**src/rtl/sevseg_pkg.sv**
```systemverilog
// Shared constants and helpers for the seven-segment scanner.
package sevseg_pkg;

  // All segments off (segments are active-low).
  localparam logic [6:0] SEG_BLANK = 7'h7F;

  // Hex nibble to active-low segment pattern, bit6 = a ... bit0 = g.
  function automatic logic [6:0] hex2seg(input logic [3:0] nibble);
    logic [6:0] seg;
    case (nibble)
      4'h0:    seg = 7'b0000001;
      4'h1:    seg = 7'b1001111;
      4'h2:    seg = 7'b0010010;
      4'h3:    seg = 7'b0000110;
      4'h4:    seg = 7'b1001100;
      4'h5:    seg = 7'b0100100;
      4'h6:    seg = 7'b0100000;
      4'h7:    seg = 7'b0001111;
      4'h8:    seg = 7'b0000000;
      4'h9:    seg = 7'b0000100;
      4'hA:    seg = 7'b0001000;
      4'hB:    seg = 7'b1100000;
      4'hC:    seg = 7'b0110001;
      4'hD:    seg = 7'b1000010;
      4'hE:    seg = 7'b0110000;
      default: seg = 7'b0111000;
    endcase
    return seg;
  endfunction

  // Width of the digit index; a single-digit display still needs one bit.
  function automatic int digitIdxWidth(input int numDigits);
    return (numDigits > 1) ? $clog2(numDigits) : 1;
  endfunction

endpackage

```
**src/rtl/sevseg_hex_decode.sv**
```systemverilog
// Combinational nibble-to-segment decoder.
module sevseg_hex_decode
  import sevseg_pkg::*;
(
  input  logic [3:0] i_nibble,
  output logic [6:0] o_seg
);

  assign o_seg = hex2seg(i_nibble);

endmodule

```
**src/rtl/sevseg_scan.sv**
```systemverilog
// Tear-free multiplexed seven-segment scanner with shadow capture,
// per-digit enable, leading-zero blanking and PWM brightness.
module sevseg_scan
  import sevseg_pkg::*;
#(
  parameter int NUM_DIGITS  = 8,
  parameter int SLOT_CYCLES = 50000,
  parameter int DUTY_BITS   = 3
)
(
  input  logic                    clk,
  input  logic                    Rst,
  input  logic [4*NUM_DIGITS-1:0] value,
  input  logic [NUM_DIGITS-1:0]   dp,
  input  logic [NUM_DIGITS-1:0]   digit_en,
  input  logic                    blank_lz,
  input  logic [DUTY_BITS-1:0]    bright,
  output logic [6:0]              sev_out,
  output logic                    dp_out,
  output logic [NUM_DIGITS-1:0]   an,
  output logic                    frame_tick
);

  localparam int IW = digitIdxWidth(NUM_DIGITS);
  localparam int CW = (SLOT_CYCLES > 1) ? $clog2(SLOT_CYCLES) : 1;
  localparam int PW = $clog2(SLOT_CYCLES) + 1;
  localparam logic [CW-1:0] CNT_LAST = CW'(SLOT_CYCLES - 1);
  localparam logic [IW-1:0] IDX_LAST = IW'(NUM_DIGITS - 1);
  localparam logic [PW-1:0] SLICE    = PW'(SLOT_CYCLES >> DUTY_BITS);

  logic [CW-1:0]           r_cnt;
  logic [IW-1:0]           r_idx;
  logic [4*NUM_DIGITS-1:0] r_value;
  logic [NUM_DIGITS-1:0]   r_dp;
  logic [NUM_DIGITS-1:0]   r_digitEn;
  logic                    r_blankLz;
  logic [6:0]              r_sevOut;
  logic                    r_dpOut;
  logic [NUM_DIGITS-1:0]   r_an;
  logic                    r_frameTick;

  logic                    w_slotEnd;
  logic                    w_capture;
  logic [3:0]              w_nibble;
  logic                    w_dpSel;
  logic                    w_enSel;
  logic                    w_lzSel;
  logic [NUM_DIGITS-1:0]   w_lzBlank;
  logic                    w_zeroRun;
  logic [PW-1:0]           w_thresh;
  logic                    w_lit;
  logic                    w_show;
  logic [6:0]              w_seg;

  assign w_slotEnd = (r_cnt == CNT_LAST);
  assign w_capture = w_slotEnd && (r_idx == IDX_LAST);

  // Slot cycle counter and digit index; the index steps once per slot.
  always_ff @(posedge clk) begin
    if (Rst) begin
      r_cnt <= '0;
      r_idx <= '0;
    end else if (w_slotEnd) begin
      r_cnt <= '0;
      r_idx <= (r_idx == IDX_LAST) ? '0 : r_idx + IW'(1);
    end else begin
      r_cnt <= r_cnt + CW'(1);
    end
  end

  // Shadow copy of the display data, refreshed only at the end of a frame.
  always_ff @(posedge clk) begin
    if (Rst) begin
      r_value   <= '0;
      r_dp      <= '0;
      r_digitEn <= '1;
      r_blankLz <= 1'b0;
    end else if (w_capture) begin
      r_value   <= value;
      r_dp      <= dp;
      r_digitEn <= digit_en;
      r_blankLz <= blank_lz;
    end
  end

  // Pick the shadowed nibble and flags belonging to the current digit.
  always_comb begin
    w_nibble = 4'd0;
    w_dpSel  = 1'b0;
    w_enSel  = 1'b0;
    w_lzSel  = 1'b0;
    for (int i = 0; i < NUM_DIGITS; i++) begin
      if (r_idx == IW'(i)) begin
        w_nibble = r_value[4*i +: 4];
        w_dpSel  = r_dp[i];
        w_enSel  = r_digitEn[i];
        w_lzSel  = w_lzBlank[i];
      end
    end
  end

  // Leading zeros: walk down from the top digit while nibble and dp are clear.
  always_comb begin
    w_lzBlank = '0;
    w_zeroRun = 1'b1;
    for (int i = NUM_DIGITS - 1; i >= 0; i--) begin
      w_zeroRun    = w_zeroRun & (r_value[4*i +: 4] == 4'd0) & ~r_dp[i];
      w_lzBlank[i] = r_blankLz & w_zeroRun & (i > 0);
    end
  end

  assign w_thresh = (PW'(bright) + PW'(1)) * SLICE;
  assign w_lit    = (PW'(r_cnt) < w_thresh);
  assign w_show   = w_lit && w_enSel && !w_lzSel;

  sevseg_hex_decode u_decode (
    .i_nibble (w_nibble),
    .o_seg    (w_seg)
  );

  // Registered display outputs and frame start pulse.
  always_ff @(posedge clk) begin
    if (Rst) begin
      r_an        <= '1;
      r_sevOut    <= SEG_BLANK;
      r_dpOut     <= 1'b1;
      r_frameTick <= 1'b0;
    end else begin
      r_frameTick <= (r_idx == '0) && (r_cnt == '0);
      if (w_show) begin
        r_an     <= ~(NUM_DIGITS'(1) << r_idx);
        r_sevOut <= w_seg;
        r_dpOut  <= ~w_dpSel;
      end else begin
        r_an     <= '1;
        r_sevOut <= SEG_BLANK;
        r_dpOut  <= 1'b1;
      end
    end
  end

  assign an         = r_an;
  assign sev_out    = r_sevOut;
  assign dp_out     = r_dpOut;
  assign frame_tick = r_frameTick;

endmodule

```
**config.mk**
```make
export PLATFORM = sky130hd
export DESIGN_NAME = sevseg_scan
export DESIGN_NICKNAME = d
export VERILOG_FILES = /design/src/rtl/sevseg_pkg.sv /design/src/rtl/sevseg_hex_decode.sv /design/src/rtl/sevseg_scan.sv
export SDC_FILE = /design/constraint.sdc
export NUM_CORES = 1
export LEC_CHECK = 0
export CAP_MARGIN = 20
export CORE_ASPECT_RATIO = 2
export CORE_MARGIN = 2
export CORE_UTILIZATION = 55
export CTS_CLUSTER_SIZE = 20
export DETAILED_ROUTE_END_ITERATION = 6
export HOLD_SLACK_MARGIN = 0.08
export PLACE_DENSITY_LB_ADDON = 0.2
export SYNTH_ARGS = -nofsm -noshare
export SYNTH_HDL_FRONTEND = slang
export SYNTH_SLANG_ARGS = --single-unit
```
**constraint.sdc**
```tcl
create_clock -name clk -period 15.3 [get_ports clk]
set_input_delay 3.06 -clock clk [delete_from_list [all_inputs] [get_ports clk]]
set_output_delay 3.06 -clock clk [all_outputs]
set_load 0.01 [all_outputs]
```
==> reports/results.txt <==
Post-Route WL -> 13,500 um
GRT Residual Overflow -> 0
Setup_tns -> 0 ns
Placed cells -> 752
Worst vdd ir -> 0.0540 mV
Worst min-delay path class -> reg -> reg
Critical path startpoint category -> input port
Vias per Instance -> 5.94
Hold-fix buffers, CTS -> 0
Routed via count -> 4,559
Worst r2r dst -> sev_out[3]
Die footprint -> 9920 sq um
Worst slew margin -> 36.9%
Synthesized flop and latch total -> 85
Fin Hold WS -> 0.463 ns
Mapped Avg Cell Area -> 8.16 sq um
Actual slew at the worst max-slew pin -> 0.945 ns
CP max FO -> 16
Area Growth Syn to Fin -> 18.9%
Largest net degree at the start of global routing -> 58
Final Hold Vio Count -> 0
Count of non-filler cells in the finished layout -> 768
Worst setup EP type -> flop
Crit path time final -> 8.30 ns
Leakage -> 2.30 nW
RR Startpoint -> r_idx[2]
Number of routed nets with antenna violations -> 0
Layout cells sized above 1 -> 5.86%
Post-synthesis cell type count -> 64
DP HPWL -> 10,400 um
Setup Viol. Count Final -> 0
DRC -> 0
Root Driver -> clkbuf_16
Htree depth -> 3
Initial core utilization -> 56.2%
Drt initial violations -> 263
Post-synthesis sequential area ratio -> 34.0%
Final Util -> 66.9%
Die Height -> 139 um
Cts bufs inserted -> 9
Min-delay src -> r_value[1]
Status -> finished, final reports clean
Slew Viols, Final -> 0
Top-area cell type share of the netlist area -> 34.0%
Global-route usage over all layers -> 28.2%
Top-count cell post-synth -> nand2_1
Synth Warn # -> 0
R2R setup slack -> 11.06 ns
Clock Path Buffers -> 2
First-pass GRT wire length -> 21,800 um
MaxCap Viol Count -> 0
Drt wl/cell -> 17.5 um
Critical path arrival -> 8.46 ns
Antenna violations before repair -> 0
Unrepaired setup endpoints after global routing -> false
Cell Rows -> 49
Setup bufs post-CTS -> 0
Area leader, netlist -> dfxtp_1
Core Box Area -> 8890 sq um
Worst-Skew Late Latency -> 0.34 ns
Nets -> 760
Fmax -> 0.121 GHz
CP required -> 15.46 ns
Vias in the first global route -> 4,604
Top cells by area, synth -> dfxtp_1 34%, ha_1 11%, nand2_1 9.4%
Worst Skew -> 0.00915 ns
Clock slew at reported path FFs -> 0.06 ns
Synthesized Nets -> 712
CTS sink cnt -> 85
Die X -> 71.4 um
Hold Path Sink -> r_value[1]
Hold path depth -> 2
Post-synth EDFFs -> 0
Drt pass-1 iters -> 4
# port buffers -> 70
Worst reg2reg path depth -> 10
Antenna diode count -> 0
RD Place Congestion -> 1.00
Boundary Pins -> 71
Async SR Flop Fraction -> 0%
CTS tree -> built
PD cells -> 87.3 nW/um^2
Syn Std Cell Area -> 5000 sq um
WS Path Type -> in -> reg
Synth Flop Type -> dfxtp_1
Post-CTS sizing -> 0
Crit share post-route -> 54.2%
Post-synth top cells -> 125 x nand2_1, 85 x dfxtp_1, 61 x a21oi_1
Cells after Synth -> 613
flip-flops by register name, summed over array words and instances, names as in the netlist, 3 cells and up:
name / cells
r_value: 32
r_cnt: 16
an: 8
r_digitEn: 8
r_dp: 8
sev_out: 7
r_idx: 3
through the flow:
step	power, mW	area [sq um]	worst slack (ns)
after floorplan	0.263	5000	8.23
after global placement	0.288	5620	6.88
after detailed placement	0.290	5620	6.68
after CTS	0.523	5950	7.01
after global routing	0.538	5950	6.60
final	0.519	5950	7.00
routing by layer:
| layer | vias to the layer above | share of wire [%] | track usage, % |
|---|---|---|---|
| met5 | - | 0 | 0 |
| met4 | 0 | 8.1 | 22.6 |
| met2 | 136 | 57 | 53.1 |
| li1 | 2241 | - | - |
| met3 | 63 | 3.4 | 4.51 |
| met1 | 2119 | 32 | 24.8 |
power by group:
group / switching (mW) / total (mW) / internal, mW
Clock: 0.0870 / 0.234 / 0.147
Combinational: 0.0296 / 0.0608 / 0.0312
Sequential: 0.00129 / 0.225 / 0.223
worst max-delay path by stage:
stage	startpoint	end	slack [ns]	cells past startpoint
after floorplan	bright[0]	an[0]	8.23	18
after global placement	bright[0]	sev_out[1]	6.88	18
after detailed placement	bright[0]	sev_out[1]	6.68	18
after CTS	bright[0]	sev_out[1]	7.01	18
after global routing	bright[0]	sev_out[3]	6.60	18
final	bright[0]	sev_out[1]	7.00	18
cell families after synthesis:
logic type / synth area share, %
and+or+nand+nor: 24.1
DFF: 34.0
muxes: 1.05
adders and majority gates: 11.3
buffers and inverters: 6.43
AOI/OAI and AO/OA: 18.5
xor gates and xnor gates: 4.55
cell type report:
| class | instances | area [sq um] |
|---|---|---|
| flip-flops and latches | 85 | 1700 |
| inverters | 24 | 90.1 |
| fillers | 775 | 2940 |
| clock inverters | 6 | 86.3 |
| repair buffers | 74 | 726 |
| multi-input cells | 467 | 2980 |
| well taps | 102 | 128 |
| clock buffers | 10 | 239 |
placed cells by master, fill, tap and decap left out, types with 3 or more instances in the layout:
cell type and instances:
nand3_1 19, a211oi_1 8, nor3b_1 3, nand2_1 125
dfxtp_1 85, inv_1 24, a2111oi_0 5, clkdlybuf4s50_1 69
nor2b_1 6, buf_4 4, o22ai_1 3, clkbuf_16 9
xnor2_1 17, a21boi_0 3, and3_1 4, nand3b_1 13
nand2b_1 6, mux2i_1 3, nor4_1 5, ha_1 45
xor2_1 9, o21ai_0 17, nand4_1 5, a21oi_1 61
a21o_1 4, nor4b_1 3, a221oi_1 3, nor2_1 38
or4_1 5, a31oi_1 8, nand2_2 3, o211ai_1 7
critical path: stages:
cell	delay, ns
clkdlybuf4s50_1	0.58
ha_1	0.29
xnor2_1	0.37
inv_1	0.12
ha_1	0.30
ha_1	0.38
ha_1	0.40
nand2b_1	0.07
o21ai_0	0.34
a21oi_1	0.16
o21ai_0	0.21
xnor2_1	0.11
ha_1	0.19
or3_1	0.33
a2111oi_0	0.39
o31ai_1	0.15
a32oi_2	0.73
o221ai_1	0.26
No activity file was read; power rests on OpenSTA's default activity.
